==> src/rtl/fp_cvt_pkg.sv <==
// rtl/fp_cvt_pkg.sv - rounding modes, bias, rounding and packing helpers for int-to-float conversion
package fp_cvt_pkg;

   localparam logic [2:0] RM_RNE = 3'b000;
   localparam logic [2:0] RM_RTZ = 3'b001;
   localparam logic [2:0] RM_RDN = 3'b010;
   localparam logic [2:0] RM_RUP = 3'b011;
   localparam logic [2:0] RM_RMM = 3'b100;

   // Exponent bias for an exponent field of exp_w bits.
   function automatic int fp_bias(input int exp_w);
      return (1 << (exp_w - 1)) - 1;
   endfunction

   // Round-increment decision; unknown encodings fall back to round-to-nearest-even.
   function automatic logic round_inc(input logic [2:0] rm, input logic sign,
                                      input logic g, input logic s, input logic lsb);
      case (rm)
         RM_RTZ:  return 1'b0;
         RM_RDN:  return sign & (g | s);
         RM_RUP:  return !sign & (g | s);
         RM_RMM:  return g;
         default: return g & (s | lsb);
      endcase
   endfunction

   // Pack {sign, exp, frac} into the low 1+exp_w+man_w bits of a wide word.
   function automatic logic [127:0] fp_pack(input logic sign, input logic [63:0] exp,
                                            input logic [63:0] frac, input int exp_w,
                                            input int man_w);
      logic [127:0] r;
      r = ({127'b0, sign} << (exp_w + man_w)) | ({64'b0, exp} << man_w) | {64'b0, frac};
      return r;
   endfunction

endpackage

==> src/rtl/fp_lzc.sv <==
// rtl/fp_lzc.sv - combinational leading-zero counter, returns W for an all-zero input
module fp_lzc #(
   parameter int W = 32,
   localparam int CW = $clog2(W + 1)
) (
   input  logic [W-1:0]  data,
   output logic [CW-1:0] count
);

   // Scan upward so the most significant set bit decides the count last.
   always_comb begin
      count = CW'(W);
      for (int i = 0; i < W; i++) begin
         if (data[i]) count = CW'(W - 1 - i);
      end
   end

endmodule

==> src/rtl/int_to_float_pipe.sv <==
// rtl/int_to_float_pipe.sv - three-stage signed/unsigned integer to IEEE-754 converter with rounding
module int_to_float_pipe
   import fp_cvt_pkg::*;
#(
   parameter int IN_W  = 32,
   parameter int EXP_W = 8,
   parameter int MAN_W = 23
) (
   input  logic                     clk,
   input  logic                     rst,
   input  logic                     in_valid,
   output logic                     in_ready,
   input  logic [IN_W-1:0]          in_data,
   input  logic                     in_signed,
   input  logic [2:0]               in_rm,
   output logic                     out_valid,
   input  logic                     out_ready,
   output logic [EXP_W+MAN_W:0]     out_data,
   output logic                     out_nx
);

   localparam int FW   = 1 + EXP_W + MAN_W;
   localparam int LZW  = $clog2(IN_W + 1);
   localparam int BIAS = fp_bias(EXP_W);
   // Fraction bits below the hidden one, padded so guard and sticky always exist.
   localparam int TW   = IN_W + MAN_W + 1;

   // Stage 1: sign and magnitude
   logic            s1_v, s1_sign, s1_zero;
   logic [IN_W-1:0] s1_mag;
   logic [2:0]      s1_rm;
   // Stage 2: normalised fraction (hidden bit dropped) and biased exponent
   logic             s2_v, s2_sign, s2_zero;
   logic [IN_W-2:0]  s2_norm;
   logic [EXP_W-1:0] s2_exp;
   logic [2:0]       s2_rm;

   logic s3_load, s2_load, s1_load;

   // A stage may load when empty or when its content leaves on the same edge.
   assign s3_load  = !out_valid | out_ready;
   assign s2_load  = !s2_v | s3_load;
   assign s1_load  = !s1_v | s2_load;
   assign in_ready = s1_load;

   logic            in_sign;
   logic [IN_W-1:0] in_mag;
   assign in_sign = in_signed & in_data[IN_W-1];
   assign in_mag  = in_sign ? -in_data : in_data;

   logic [LZW-1:0] lz;
   fp_lzc #(.W(IN_W)) u_lzc (.data(s1_mag), .count(lz));

   logic [TW-1:0]    tail;
   logic [MAN_W-1:0] frac;
   logic             g, s, inc;
   logic [MAN_W:0]   frac_r;
   logic [EXP_W-1:0] exp_r;
   logic [FW-1:0]    result;
   logic             result_nx;

   assign tail      = {s2_norm, {(MAN_W + 2){1'b0}}};
   assign frac      = tail[TW-1 -: MAN_W];
   assign g         = tail[TW-1-MAN_W];
   assign s         = |tail[TW-2-MAN_W:0];
   assign inc       = round_inc(s2_rm, s2_sign, g, s, frac[0]);
   assign frac_r    = {1'b0, frac} + (MAN_W + 1)'(inc);
   // A carry out of the fraction leaves it all-zero and bumps the exponent.
   assign exp_r     = s2_exp + EXP_W'(frac_r[MAN_W]);
   assign result    = s2_zero ? '0
                    : FW'(fp_pack(s2_sign, 64'(exp_r), 64'(frac_r[MAN_W-1:0]), EXP_W, MAN_W));
   assign result_nx = !s2_zero & (g | s);

   // Stage 1 register: capture sign, magnitude and rounding mode of the accepted operand.
   always_ff @(posedge clk or posedge rst) begin
      if (rst) begin
         s1_v    <= 1'b0;
         s1_sign <= 1'b0;
         s1_zero <= 1'b0;
         s1_mag  <= '0;
         s1_rm   <= RM_RNE;
      end else if (s1_load) begin
         s1_v    <= in_valid;
         s1_sign <= in_sign;
         s1_zero <= (in_mag == '0);
         s1_mag  <= in_mag;
         s1_rm   <= in_rm;
      end
   end

   // Stage 2 register: normalise the magnitude and form the biased exponent.
   always_ff @(posedge clk or posedge rst) begin
      if (rst) begin
         s2_v    <= 1'b0;
         s2_sign <= 1'b0;
         s2_zero <= 1'b0;
         s2_norm <= '0;
         s2_exp  <= '0;
         s2_rm   <= RM_RNE;
      end else if (s2_load) begin
         s2_v    <= s1_v;
         s2_sign <= s1_sign;
         s2_zero <= s1_zero;
         s2_norm <= (IN_W - 1)'(s1_mag << lz);
         s2_exp  <= EXP_W'(BIAS + IN_W - 1) - EXP_W'(lz);
         s2_rm   <= s1_rm;
      end
   end

   // Stage 3 register: rounded, packed result held until the consumer takes it.
   always_ff @(posedge clk or posedge rst) begin
      if (rst) begin
         out_valid <= 1'b0;
         out_data  <= '0;
         out_nx    <= 1'b0;
      end else if (s3_load) begin
         out_valid <= s2_v;
         if (s2_v) begin
            out_data <= result;
            out_nx   <= result_nx;
         end
      end
   end

endmodule

==> config.mk <==
export PLATFORM = sky130hd
export DESIGN_NAME = int_to_float_pipe
export DESIGN_NICKNAME = d
export VERILOG_FILES = /design/src/rtl/fp_cvt_pkg.sv /design/src/rtl/fp_lzc.sv /design/src/rtl/int_to_float_pipe.sv
export SDC_FILE = /design/constraint.sdc
export NUM_CORES = 1
export LEC_CHECK = 0
export BUFFER_PORTS_ARGS = -buffer_cell sky130_fd_sc_hd__clkbuf_2
export CAP_MARGIN = 5
export CORE_UTILIZATION = 35
export CTS_CLUSTER_DIAMETER = 80
export CTS_CLUSTER_SIZE = 25
export DETAILED_ROUTE_END_ITERATION = 6
export GPL_ROUTABILITY_DRIVEN = 0
export MAX_ROUTING_LAYER = met4
export PLACE_DENSITY_LB_ADDON = 0.25
export SLEW_MARGIN = 20
export SYNTH_ARGS = -nofsm -noshare
export SYNTH_HDL_FRONTEND = slang
export SYNTH_SLANG_ARGS = --single-unit
==> constraint.sdc <==
create_clock -name clk -period 9.58 [get_ports clk]
set_input_delay 0.958 -clock clk [delete_from_list [all_inputs] [get_ports clk]]
set_output_delay 0.958 -clock clk [all_outputs]
set_load 0.05 [all_outputs]
==> results.md, run 1 <==
- Core Area: ~0.023 mm^2
- Vias/cell: between 5 and 6
- CP max FO: 46
- Hold depth: 2
- Hold crit path type: register to register
- H-tree Lvls: 4
- Reg2Reg Setup Slack: about 5700 ps
- Syn Nets: 1073
- Worst-Skew Late Latency: between 400 and 500 ps
- Minimum clock period after layout: between 4000 and 5000 ps
- Most frequent cells in the layout: nand2_1 (182), dfrtp_1 (117), nor2_1 (96), o21ai_0 (84), clkbuf_2 (74)
- Unrepaired setup endpoints after global routing: no
- # setup viols final: 0
- Adder-cell share of the synthesized area: less than 1%
- Post-synth cell types: 76
- Routed vias: about 7.5k
- PostCTS Resize Cnt: 0
- Worst vdd ir: 0.115 mV
- Run status: finished, final reports clean
- Worst R2R End: s2_norm[25]$_DFFE_PP0P_
- Max-Cap Viols: 0
- Syn Inst Count: approximately 1.0k
- Antenna diode instance count: 0
- Antenna-violating nets left: 0
- Layout cells sized above 1: between 10% and 20%
- Worst Path Arrival: roughly 3200 ps
- Sequential-to-total area share from yosys stat: a little over a third
- Commonest non-fill, non-tap cell in the layout: nand2_1
- Seq. cell area: about 0.003 mm^2
- Static Leak: between 3 and 4 nW
- Worst slew margin: 37.3%
- Setup CP Type: primary input to primary output
- Reg clk slew, reported paths: approximately 60 ps
- Die Ht: 155 um
- Synthesis-to-finish area growth: 14.7%
- Fin. max-slew vios: 0
- Synthesized area per cell: 7.97 um^2
- DIE AREA: 0.0240 mm^2
- # rows: 55
- Fin crit share: between 40 and 50%
- Post-synthesis mux area share: 7.31%
- Buffers on Ports: 74
- Initial Util: a little over a third
- DP HPWL: approximately 17000 um
- Mapped Area: roughly 0.0082 mm^2
- Ys async rst share: 100%
- FMAX: roughly 0.24 GHz
- Yosys warning total: 0
- Post-synth EDFFs: 0
- Startpoint Class: primary input
- Synthesized-area fraction occupied by and/or/nand/nor cells: 23.2%
- HP Start: out_data[31]$_DFFE_PP0P_
- Drt pass-1 iters: 5
- Setup TNS Final: 0 ps
- Total grt overflow: 0
- Cts hold-fix bufs: 0
- Largest family of logic cells by synthesized area: simple AND/OR/NAND/NOR gates
- Slew of the pin with the lowest slew margin: roughly 940 ps
- Min Hold Slack: ~470 ps
- Routed WL: around 23000 um
- Clock sinks: between 100 and 150
- Critical path endpoint category: primary output
- Seq cells post-synth: roughly 120
- R2R cell count: 11
- Compound-Gate Fraction of Synth Area: a little over a fifth
- PD cells: 239 mW/mm^2
- # IOs: 75
- Vias in the first global route: around 7.0k
- Synth Flop Type: dfrtp_1
- Multi-input gate area: between 0.004 and 0.005 mm^2
- Postcts setup bufs: 0
- Horiz. Die Dim: between 150 and 200 um
- CTS tree: yes
- Worst Skew: 8.44 ps
- Root buf cell: clkbuf_16
- Worst endpoint required time: around 8600 ps
- DRC: 0
- Largest net degree at the start of global routing: 65
- First-pass GRT wire length: around 38000 um
- Fillers: between 2k and 2.5k
- All-Layer GR Usage: 20.2%
- Post-synthesis xor/xnor area fraction: 6.42%
- Initial DRC count: 687
- Overall Power: between 2 and 2.5 mW
- Worst Hold Endpoint: out_data[31]$_DFFE_PP0P_
- TritonCTS Buffers: 17
- Hold Violations, Final: 0
- Initial antenna violation count: 0
- Final net count: ~1.1k
- Routed WL per cell: 16.5 um
- Longest Clk Path Bufs: 2
- Worst reg2reg startpoint: s1_mag[0]$_DFFE_PP0P_
[metal layers]
| layer | wire [um] | track usage, % |
|---|---|---|
| met3 | 1070 | 2.84 |
| met2 | 9970 | 30.0 |
| met4 | 618 | 8.16 |
| met5 | 0 | - |
| met1 | 11100 | 27.6 |
[synth_stat cells, types with 16 or more instances]
cell type / instances / area [um^2]
xnor2_1: 29 / 254
o21ai_0: 84 / 420
xor2_1: 31 / 272
inv_1: 17 / 63.8
dfrtp_1: 117 / 2930
nor3_1: 20 / 100
a21oi_1: 63 / 315
a31oi_1: 18 / 113
nor2_1: 97 / 364
nand2_1: 182 / 683
and3_1: 16 / 100
mux2i_1: 44 / 440
nand3_1: 29 / 145
clkbuf_1: 54 / 203
[cell type report]
cell class | instances | share of cell area [%]
Timing Repair Buffer | 87 | 4.98
Clock inverter | 12 | 1.77
Inverter | 18 | 0.746
Tap cell | 313 | 4.17
Sequential cell | 117 | 31.2
Multi-Input combinational cell | 817 | 52.2
Clock buffer | 20 | 4.97
[report_power, final]
group | leakage [nW] | total [mW] | switching (mW) | internal, mW
registers | 1.39 | 0.756 | 0.134 | 0.623
clock network | 0.304 | 0.676 | 0.242 | 0.434
logic | 2.23 | 0.814 | 0.542 | 0.272
total | 3.92 | 2.25 | 0.918 | 1.33
[sequential cells by signal, indices dropped and copies added, names as in the netlist]
name	cells
s2_zero	1
s2_rm	3
out_data	32
s2_norm	31
s1_mag	32
s1_sign	1
out_nx	1
s2_exp	8
s1_zero	1
out_valid	1
s1_v	1
s1_rm	3
s2_sign	1
s2_v	1
[worst max-delay path, cell delays in order]
cell and delay, ps:
clkbuf_2 80, nand2b_1 200, nor2_2 100, buf_4 360
and2_1 190, buf_4 360, inv_1 520, clkbuf_2 400
[worst max-delay path by stage]
stage	startpoint	endpoint	slack, ps	depth (start not counted)
after floorplan	rst	out_data[0]$_DFFE_PP0P_	5520	1
after global placement	out_ready	in_ready	5410	8
after detailed placement	out_ready	in_ready	5430	8
after CTS	out_ready	in_ready	5410	8
after global routing	out_ready	in_ready	5210	8
final	out_ready	in_ready	5410	8
[stage by stage]
step	setup WS, ps	cells	cell area [um^2]	util, %
after detailed placement	5430	1352	8750	38.4
after global placement	5410	1352	8750	38.4
final	5410	1384	9390	41.2
after CTS	5410	1384	9390	41.2
after global routing	5210	1384	9390	41.2
after floorplan	5520	1027	8190	-
[cells by family after synthesis]
logic type | Yosys count
xor+xnor | 60
buf+inv | 93
fa+ha+maj | 6
flops | 117
compound gates | 282
mux | 55
simple gates | 414
No activity file was read; power rests on OpenSTA's default activity.
==> run 2: changes to the inputs <==
--- a/config.mk
+++ b/config.mk
@@ -5,6 +5,7 @@
 export SDC_FILE = /design/constraint.sdc
 export NUM_CORES = 1
 export LEC_CHECK = 0
+export ABC_AREA = 1
 export BUFFER_PORTS_ARGS = -buffer_cell sky130_fd_sc_hd__clkbuf_2
 export CAP_MARGIN = 5
 export CORE_UTILIZATION = 35
==> constraint.sdc (replaced) <==
create_clock -name clk -period 3.46 [get_ports clk]
set_input_delay 0.346 -clock clk [delete_from_list [all_inputs] [get_ports clk]]
set_output_delay 0.346 -clock clk [all_outputs]
set_load 0.05 [all_outputs]
==> run 2 against run 1 <==
The run now ends with design-rule violations, negative setup slack left. First-iteration DRC count shrank 29%. Core utilization grew 5.8 points. Clock skew is essentially flat. Sequential share of layout area shrank 2.8 points. Via count grew 10%. Largest cell class unchanged.
==> results.md, run 2 <==
- Hold Violations, Final: 0 (unchanged)
- Reg2Reg Setup Slack: -90 ps (-5820 ps)
- Syn Nets: 1214 (+13%)
- Worst endpoint required time: 3790 ps (-4830 ps)
- Minimum clock period after layout: approximately 3500 ps
- Synthesized-area fraction occupied by and/or/nand/nor cells: 38.0% (+15 points)
- Fin. max-slew vios: 0 (unchanged)
- Buffers on Ports: 74 (unchanged)
- Run status: finished with violations
- DRC: 9 (+9)
- Post-synthesis mux area share: 0% (-7.3 points)
- Hold crit path type: primary input to async pin
- Largest area contributor in the netlist: dfrtp_1
- PD cells: 691 mW/mm^2 (+190%)
- TritonCTS Buffers: 17 (unchanged)
- Synth Flop Type: dfrtp_1
- Largest net degree at the start of global routing: 64 (-1.5%)
- Static Leak: 5.01 nW (+28%)
- Startpoint Class: register
- Root buf cell: clkbuf_16
- Total grt overflow: 0 (unchanged)
- Post-synth cell types: 41 (-46%)
- Worst-Skew Late Latency: 430 ps (about the same)
- Worst R2R End: out_data[30]$_DFFE_PP0P_
- Unrepaired setup endpoints after global routing: yes
- Commonest cells in the netlist: nand2_1 (316), nand3_1 (206), inv_1 (118)
- Layout cells sized above 1: 28.2% (+14 points)
- Mapped Area: 0.00790 mm^2 (-3.5%)
- Initial Util: 36.0% (+0.054 points)
- Most frequent cells in the layout: nand2_1 (273), dfrtp_1 (114), o21ai_0 (113), inv_1 (111), nand3_1 (111)
- Core Area: 0.0220 mm^2 (-3.6%)
- DP HPWL: 16600 um (-0.51%)
- Yosys warning total: 0 (unchanged)
- Initial DRC count: 485 (-29%)
- Failing checks: design-rule violations, negative setup slack
- CTS tree: yes
- H-tree Lvls: 4 (unchanged)
- Biggest regs: out_data x32, s1_mag x32, s2_norm x31
- Vias/cell: 5.39 (-0.82%)
- Worst Path Arrival: 3880 ps (+660 ps)
- Horiz. Die Dim: 152 um (-1.7%)
- Vias in the first global route: 7745 (+11%)
- Synth top area share: 37.0% (+1.3 points)
- Slew of the pin with the lowest slew margin: 1150 ps (+208 ps)
- Cts hold-fix bufs: 0 (unchanged)
- Seq cells post-synth: 117 (unchanged)
- # rows: 54 (-1.8%)
- Worst reg2reg startpoint: s2_norm[3]$_DFFE_PP0P_
- Syn Inst Count: 1168 (+14%)
- Worst vdd ir: 0.376 mV (+230%)
- Setup CP Type: register to register
- Top cells by area, synth: dfrtp_1 (37%), nand2_1 (15%), nand3_1 (13%)
- Critical path endpoint category: register
- Count leader, synth: nand2_1
- # setup viols final: 3 (+3)
- CP max FO: 3 (-93%)
- Ys async rst share: 100% (unchanged)
- Routed WL: 24600 um (+7.9%)
- Compound-Gate Fraction of Synth Area: 11.5% (-10 points)
- DIE AREA: 0.0232 mm^2 (-3.4%)
- Sequential-to-total area share from yosys stat: 37.0% (+1.3 points)
- Synthesis-to-finish area growth: 30.5%
- Die Ht: 152 um (-1.7%)
- FMAX: about 0.28 GHz
- First-pass GRT wire length: 37900 um (+0.88%)
- Initial antenna violation count: 0 (unchanged)
- Antenna-violating nets left: 0 (unchanged)
- Worst slew margin: 23.4% (-14 points)
- Adder-cell share of the synthesized area: 0.950% (+0.033 points)
- Drt pass-1 iters: 7 (+2)
- Routed WL per cell: 16.0 um (-3.0%)
- # IOs: 75 (unchanged)
- Non-Filler Instances: 1540 (+11%)
- Post-synthesis xor/xnor area fraction: 3.66% (-2.8 points)
- Setup ws final: -89.4 ps (-5500 ps)
- Clock sinks: 117 (unchanged)
- Placed cells: 1488 (+10%)
- Largest family of logic cells by synthesized area: simple AND/OR/NAND/NOR gates
- Fin crit share: 103%
- Reg clk slew, reported paths: 60 ps (about the same)
- Synthesized area per cell: 6.77 um^2 (-15%)
- Max-Cap Viols: 0 (unchanged)
- Worst Skew: 8.76 ps (+0.317 ps)
- Post-synth EDFFs: 0 (unchanged)
- Longest Clk Path Bufs: 2 (unchanged)
- Placed cell area: 0.00858 mm^2 (-2.0%)
- Cell area after layout: 0.0103 mm^2 (+9.9%)
- Antenna diode instance count: 0 (unchanged)
- R2R cell count: 25 (+14)
- Routed vias: 8295 (+10%)
- Commonest non-fill, non-tap cell in the layout: nand2_1
- Final net count: 1293 (+17%)
- All-Layer GR Usage: 20.7% (+0.54 points)
==> run 2: changes by cell type after synthesis, moves of 18 or more <==
cell,change
nand2_1,+134
a21oi_1,-45
xnor2_1,-22
clkbuf_1,-18
mux2i_1,-44
inv_1,+101
nand3_1,+177
nor2_1,-18
o21ai_0,+32
==> run 2: how the worst max path moves through the flow <==
stage / startpoint / endpoint / slack (ps) / cells past startpoint
after global routing: s2_norm[3]$_DFFE_PP0P_ / out_data[30]$_DFFE_PP0P_ / -440 / 24
final: s2_norm[3]$_DFFE_PP0P_ / out_data[30]$_DFFE_PP0P_ / -90 / 25
after floorplan: rst / out_data[0]$_DFFE_PP0P_ / 10 / 1
after global placement: s2_norm[3]$_DFFE_PP0P_ / out_data[29]$_DFFE_PP0P_ / 30 / 24
after CTS: s2_norm[2]$_DFFE_PP0P_ / out_data[30]$_DFFE_PP0P_ / 8 / 24
after detailed placement: s2_norm[3]$_DFFE_PP0P_ / out_data[30]$_DFFE_PP0P_ / -180 / 24
==> run 2: layout make-up <==
cell class / instances / area, um^2
Sequential cell: 117 / 2930
Multi-Input combinational cell: 874 / 5140
Fill cell: 2201 / 11600
Timing Repair Buffer: 115 / 831
Tap cell: 280 / 350
Inverter: 122 / 463
Clock buffer: 18 / 429
Clock inverter: 14 / 175
==> run 2: per-stage QoR <==
step | TNS [ps] | hold slack [ps] | setup slack, ps | util [%] | total power, mW
finish | -136 | 15.0 | -89.4 | 47.0 | 7.13
global placement | 0 | 439 | 28.4 | 39.1 | 4.66
CTS | 0 | 51.2 | 8.39 | 41.9 | 6.55
global route | -2880 | 95.2 | -438 | 47.0 | 7.54
detailed placement | -368 | 439 | -178 | 39.1 | 4.68
floorplan | 0 | 422 | 13.2 | - | 3.96
==> run 2: logic make-up (layout without fill, tap and decap cells) <==
kind of cell	after synthesis	after routing
buf+inv	177	269
compound gates	165	165
flops	117	117
xor+xnor	33	33
fa+ha+maj	6	6
simple gates	670	670
==> run 2: critical path, stage by stage (launching register included) <==
cell and delay [ps]:
dfrtp_1 340, inv_2 40, nand4_1 110, nor4_2 60, inv_1 90, buf_4 110, o2111ai_1 110, o31ai_2 90
ha_2 240, nand3_2 110, nor2_4 130, inv_2 50, nor3_2 130, nand3_1 120, nor2_2 120, nand4_1 80
inv_1 80, nand4_1 150, nor4_4 260, ha_2 260, nand3_2 100, nor2_2 170, nand2_2 100, nor2_2 130
a21oi_2 70, o31ai_1 210
==> run 2: layer usage <==
metal  part of all wire [%]  track usage, %
met4                    3.0            8.07
met5                      0               -
met3                    5.9            3.81
met1                     44            26.1
met2                     47            32.9
==> run 2: timing repair <==
| action | in CTS | in global routing |
|---|---|---|
| gates resized for setup | 6 | 201 |
| endpoints found under the setup margin | 3 | 35 |
| setup buffers | 0 | 12 |
| pin swaps | 0 | 56 |
| gates cloned | 0 | 8 |
==> run 2: report_power, final <==
part / switching (mW) / internal (mW) / leakage (nW)
Sequential: 0.318 / 1.76 / 1.41
Clock: 0.696 / 1.14 / 0.287
Combinational: 2.24 / 0.983 / 3.32
Total: 3.25 / 3.88 / 5.01
==> run 3: changes to the inputs <==
--- a/config.mk
+++ b/config.mk
@@ -5,7 +5,6 @@
 export SDC_FILE = /design/constraint.sdc
 export NUM_CORES = 1
 export LEC_CHECK = 0
-export ABC_AREA = 1
 export BUFFER_PORTS_ARGS = -buffer_cell sky130_fd_sc_hd__clkbuf_2
 export CAP_MARGIN = 5
 export CORE_UTILIZATION = 35
==> constraint.sdc (replaced) <==
create_clock -name clk -period 3.8 [get_ports clk]
set_input_delay 0.38 -clock clk [delete_from_list [all_inputs] [get_ports clk]]
set_output_delay 0.38 -clock clk [all_outputs]
set_load 0.05 [all_outputs]
==> run 3 against run 2 <==
Critical path type unchanged. Flip-flop and latch count unchanged. Hold slack better by 40 ps. Register-to-register slack better by 520 ps. The run now ends clean. Count of clock-buffer cells in the layout up 5. Global-route usage about the same. Routed wire length down 3.5%.
==> results.md, run 3 (synthesis results as in run 1) <==
- Crit path buffers/inverters: 0 (-5)
- Setup TNS Final: 0 ps (+136 ps)
- Commonest non-fill, non-tap cell in the layout: nand2_1
- Seq pwr share: 33.1% (+4.0 points)
- Clock sinks: 117 (unchanged)
- Most frequent cells in the layout: nand2_1 (182), dfrtp_1 (117), nor2_1 (96), o21ai_0 (84), clkbuf_2 (74)
- Met3 WL: 1370 um (-4.9%)
- Vias in the first global route: 7188 (-7.2%)
- # rows: 55 (+1.9%)
- Buffers on Ports: 74 (unchanged)
- Worst Skew: 10.2 ps (+1.46 ps)
- Cts hold-fix bufs: 0 (unchanged)
- # IOs: 75 (unchanged)
- Clock Power Share: 29.8% (+4.1 points)
- Die Ht: 155 um (+1.8%)
- CP max FO: 4 (+1)
- Drt pass-1 iters: 5 (-2)
- Met1 wire length: 11100 um (+3.5%)
- Postcts setup bufs: 0 (unchanged)
- Final net count: 1126 (-13%)
- CTS tree: yes
- All-Layer GR Usage: 20.8% (+0.048 points)
- Total grt overflow: 0 (unchanged)
- DIE AREA: 0.0240 mm^2 (+3.5%)
- Synthesis-to-finish area growth: 16.8%
- # setup viols final: 0 (-3)
- Layout cells sized above 1: 15.2% (-13 points)
- Root buf cell: clkbuf_16
- Met2 routed WL: 10400 um (-11%)
- Vias/cell: 5.47 (+1.5%)
- Top Layer Used: met4
- Worst endpoint required time: 4080 ps (+290 ps)
- Minimum clock period after layout: 3370 ps (-181 ps)
- Max-Cap Viols: 0 (unchanged)
- Reg clk slew, reported paths: 50 ps (about the same)
- First-pass GRT wire length: 38500 um (+1.7%)
- CP max stage cell: dfrtp_1
- Worst slew margin: 43.3% (+20 points)
- PostCTS Resize Cnt: 0 (-6)
- Initial DRC count: 713 (+47%)
- Worst-Skew Late Latency: 420 ps (about the same)
- Worst reg2reg startpoint: s2_rm[0]$_DFFE_PP0P_
- Run status: finished, final reports clean
- Core Area: 0.0228 mm^2 (+3.7%)
- Fin crit share: 88.6% (-14 points)
- FMAX: 0.297 GHz (+5.4%)
- TritonCTS Buffers: 17 (unchanged)
- Hold crit path type: primary input to async pin
- DP HPWL: 17600 um (+6.3%)
- Fin. max-slew vios: 0 (unchanged)
- Switch Pwr: 2.30 mW (-29%)
- Static Leak: 4.04 nW (-19%)
- Worst Path Arrival: 3650 ps (-230 ps)
- Initial antenna violation count: 0 (unchanged)
- Routed WL: 23700 um (-3.5%)
- Top Family by Delay on Critical Path: simple AND/OR/NAND/NOR gates
- Biggest regs: out_data x32, s1_mag x32, s2_norm x31
- Longest Clk Path Bufs: 2 (unchanged)
- Comb power frac: 37.1% (-8.1 points)
- CP cell instances: xnor2_1, nor3b_1, a21oi_1, nor2_1, ha_1, nand3_1, nor2_1, nand2_1, nor3_1, and3_1, ha_1, ha_1, nand3_1, nor2_1, xnor2_1, o21ai_0
- Largest net degree at the start of global routing: 65 (+1.6%)
- Setup crit start: s2_rm[0]$_DFFE_PP0P_
- Startpoint Class: register
- Worst vdd ir: 0.292 mV (-22%)
- Pint: 3.43 mW (-11%)
- Antenna-violating nets left: 0 (unchanged)
- Initial Util: 35.9% (-0.054 points)
- Slowest stage delay, CP: 400 ps (+60 ps)
- DRC: 0 (-9)
- Hold Violations, Final: 0 (unchanged)
- PD cells: 599 mW/mm^2 (-13%)
- Overall Power: 5.73 mW (-20%)
- Horiz. Die Dim: 155 um (+1.8%)
- Routed WL per cell: 16.9 um (+5.6%)
- Setup CP Type: register to register
- Unrepaired setup endpoints after global routing: no
- Switching share of power: 40.1% (-5.5 points)
- H-tree Lvls: 4 (unchanged)
- Antenna diode instance count: 0 (unchanged)
- Critical path endpoint category: register
- Routed vias: 7689 (-7.3%)
- Slew of the pin with the lowest slew margin: 851 ps (-296 ps)
==> run 3: cell count changes in the layout (fill, tap and decap cells not counted), sizes merged, moves of 15 or more <==
| cell | delta |
|---|---|
| xnor2 | +22 |
| a31oi | +15 |
| nand2b | +15 |
| mux2i | +44 |
| inv | -105 |
| and3 | +16 |
| o21ai | -22 |
| nand2 | -139 |
| nor2 | +18 |
| a21oi | +43 |
| nand3 | -182 |
==> run 3: worst reg2reg max path: cells and delay by family (launching register included) <==
kind            cells  cell delay (ps)
compound gates      2              190
xor+xnor            2              250
fa+ha+maj           3              610
flops               1              400
simple gates        9             1760
==> run 3: final timing paths <==
kind | to | slack (ps) | cells past startpoint
min | out_data[31]$_DFFE_PP0P_ | 60 | 2
min reg2reg | s1_rm[1]$_DFFE_PP0P_ | 470 | 2
max reg2reg | out_data[29]$_DFFE_PP0P_ | 430 | 16
max | out_data[29]$_DFFE_PP0P_ | 430 | 16
max in group asynchronous | s2_norm[21]$_DFFE_PP0P_ | 2950 | 3
min in group clk | s1_v$_DFFE_PP0P_ | 160 | 2
==> run 3: power by group through the flow <==
stage / Clock (mW) / Sequential [mW] / Combinational [mW]
2_1_floorplan: 0 / 2.23 / 1.18
3_3_place_gp: 0 / 1.90 / 2.11
3_5_place_dp: 0 / 1.92 / 2.11
4_1_cts: 1.73 / 1.90 / 2.12
5_1_grt: 1.78 / 1.95 / 2.31
6_report: 1.71 / 1.90 / 2.13
==> run 3: final cells by class <==
class / count / area [um^2]
flip-flops and latches: 117 / 2930
clock inverters: 9 / 149
clock buffers: 23 / 468
repair buffers: 109 / 658
inverters: 18 / 70.1
well taps: 313 / 392
multi-input cells: 817 / 4900
fillers: 2328 / 13200
==> run 3: per-layer routing <==
layer | GRT usage, % | vias to the layer above
met2 | 30.7 | 287
met4 | 9.52 | 0
met1 | 28.3 | 3572
li1 | - | 3769
met3 | 2.65 | 61
met5 | - | -
==> run 3: through the flow <==
stage | instance area, um^2 | util, % | setup WS [ps] | cells | hold WS [ps]
global route | 9560 | 42.0 | 90.0 | 1406 | 110
floorplan | 8190 | - | 319 | 1027 | 425
global placement | 8940 | 39.3 | 514 | 1374 | 453
finish | 9560 | 42.0 | 432 | 1406 | 55.0
detailed placement | 8940 | 39.3 | 429 | 1374 | 457
CTS | 9560 | 42.0 | 382 | 1406 | 85.9
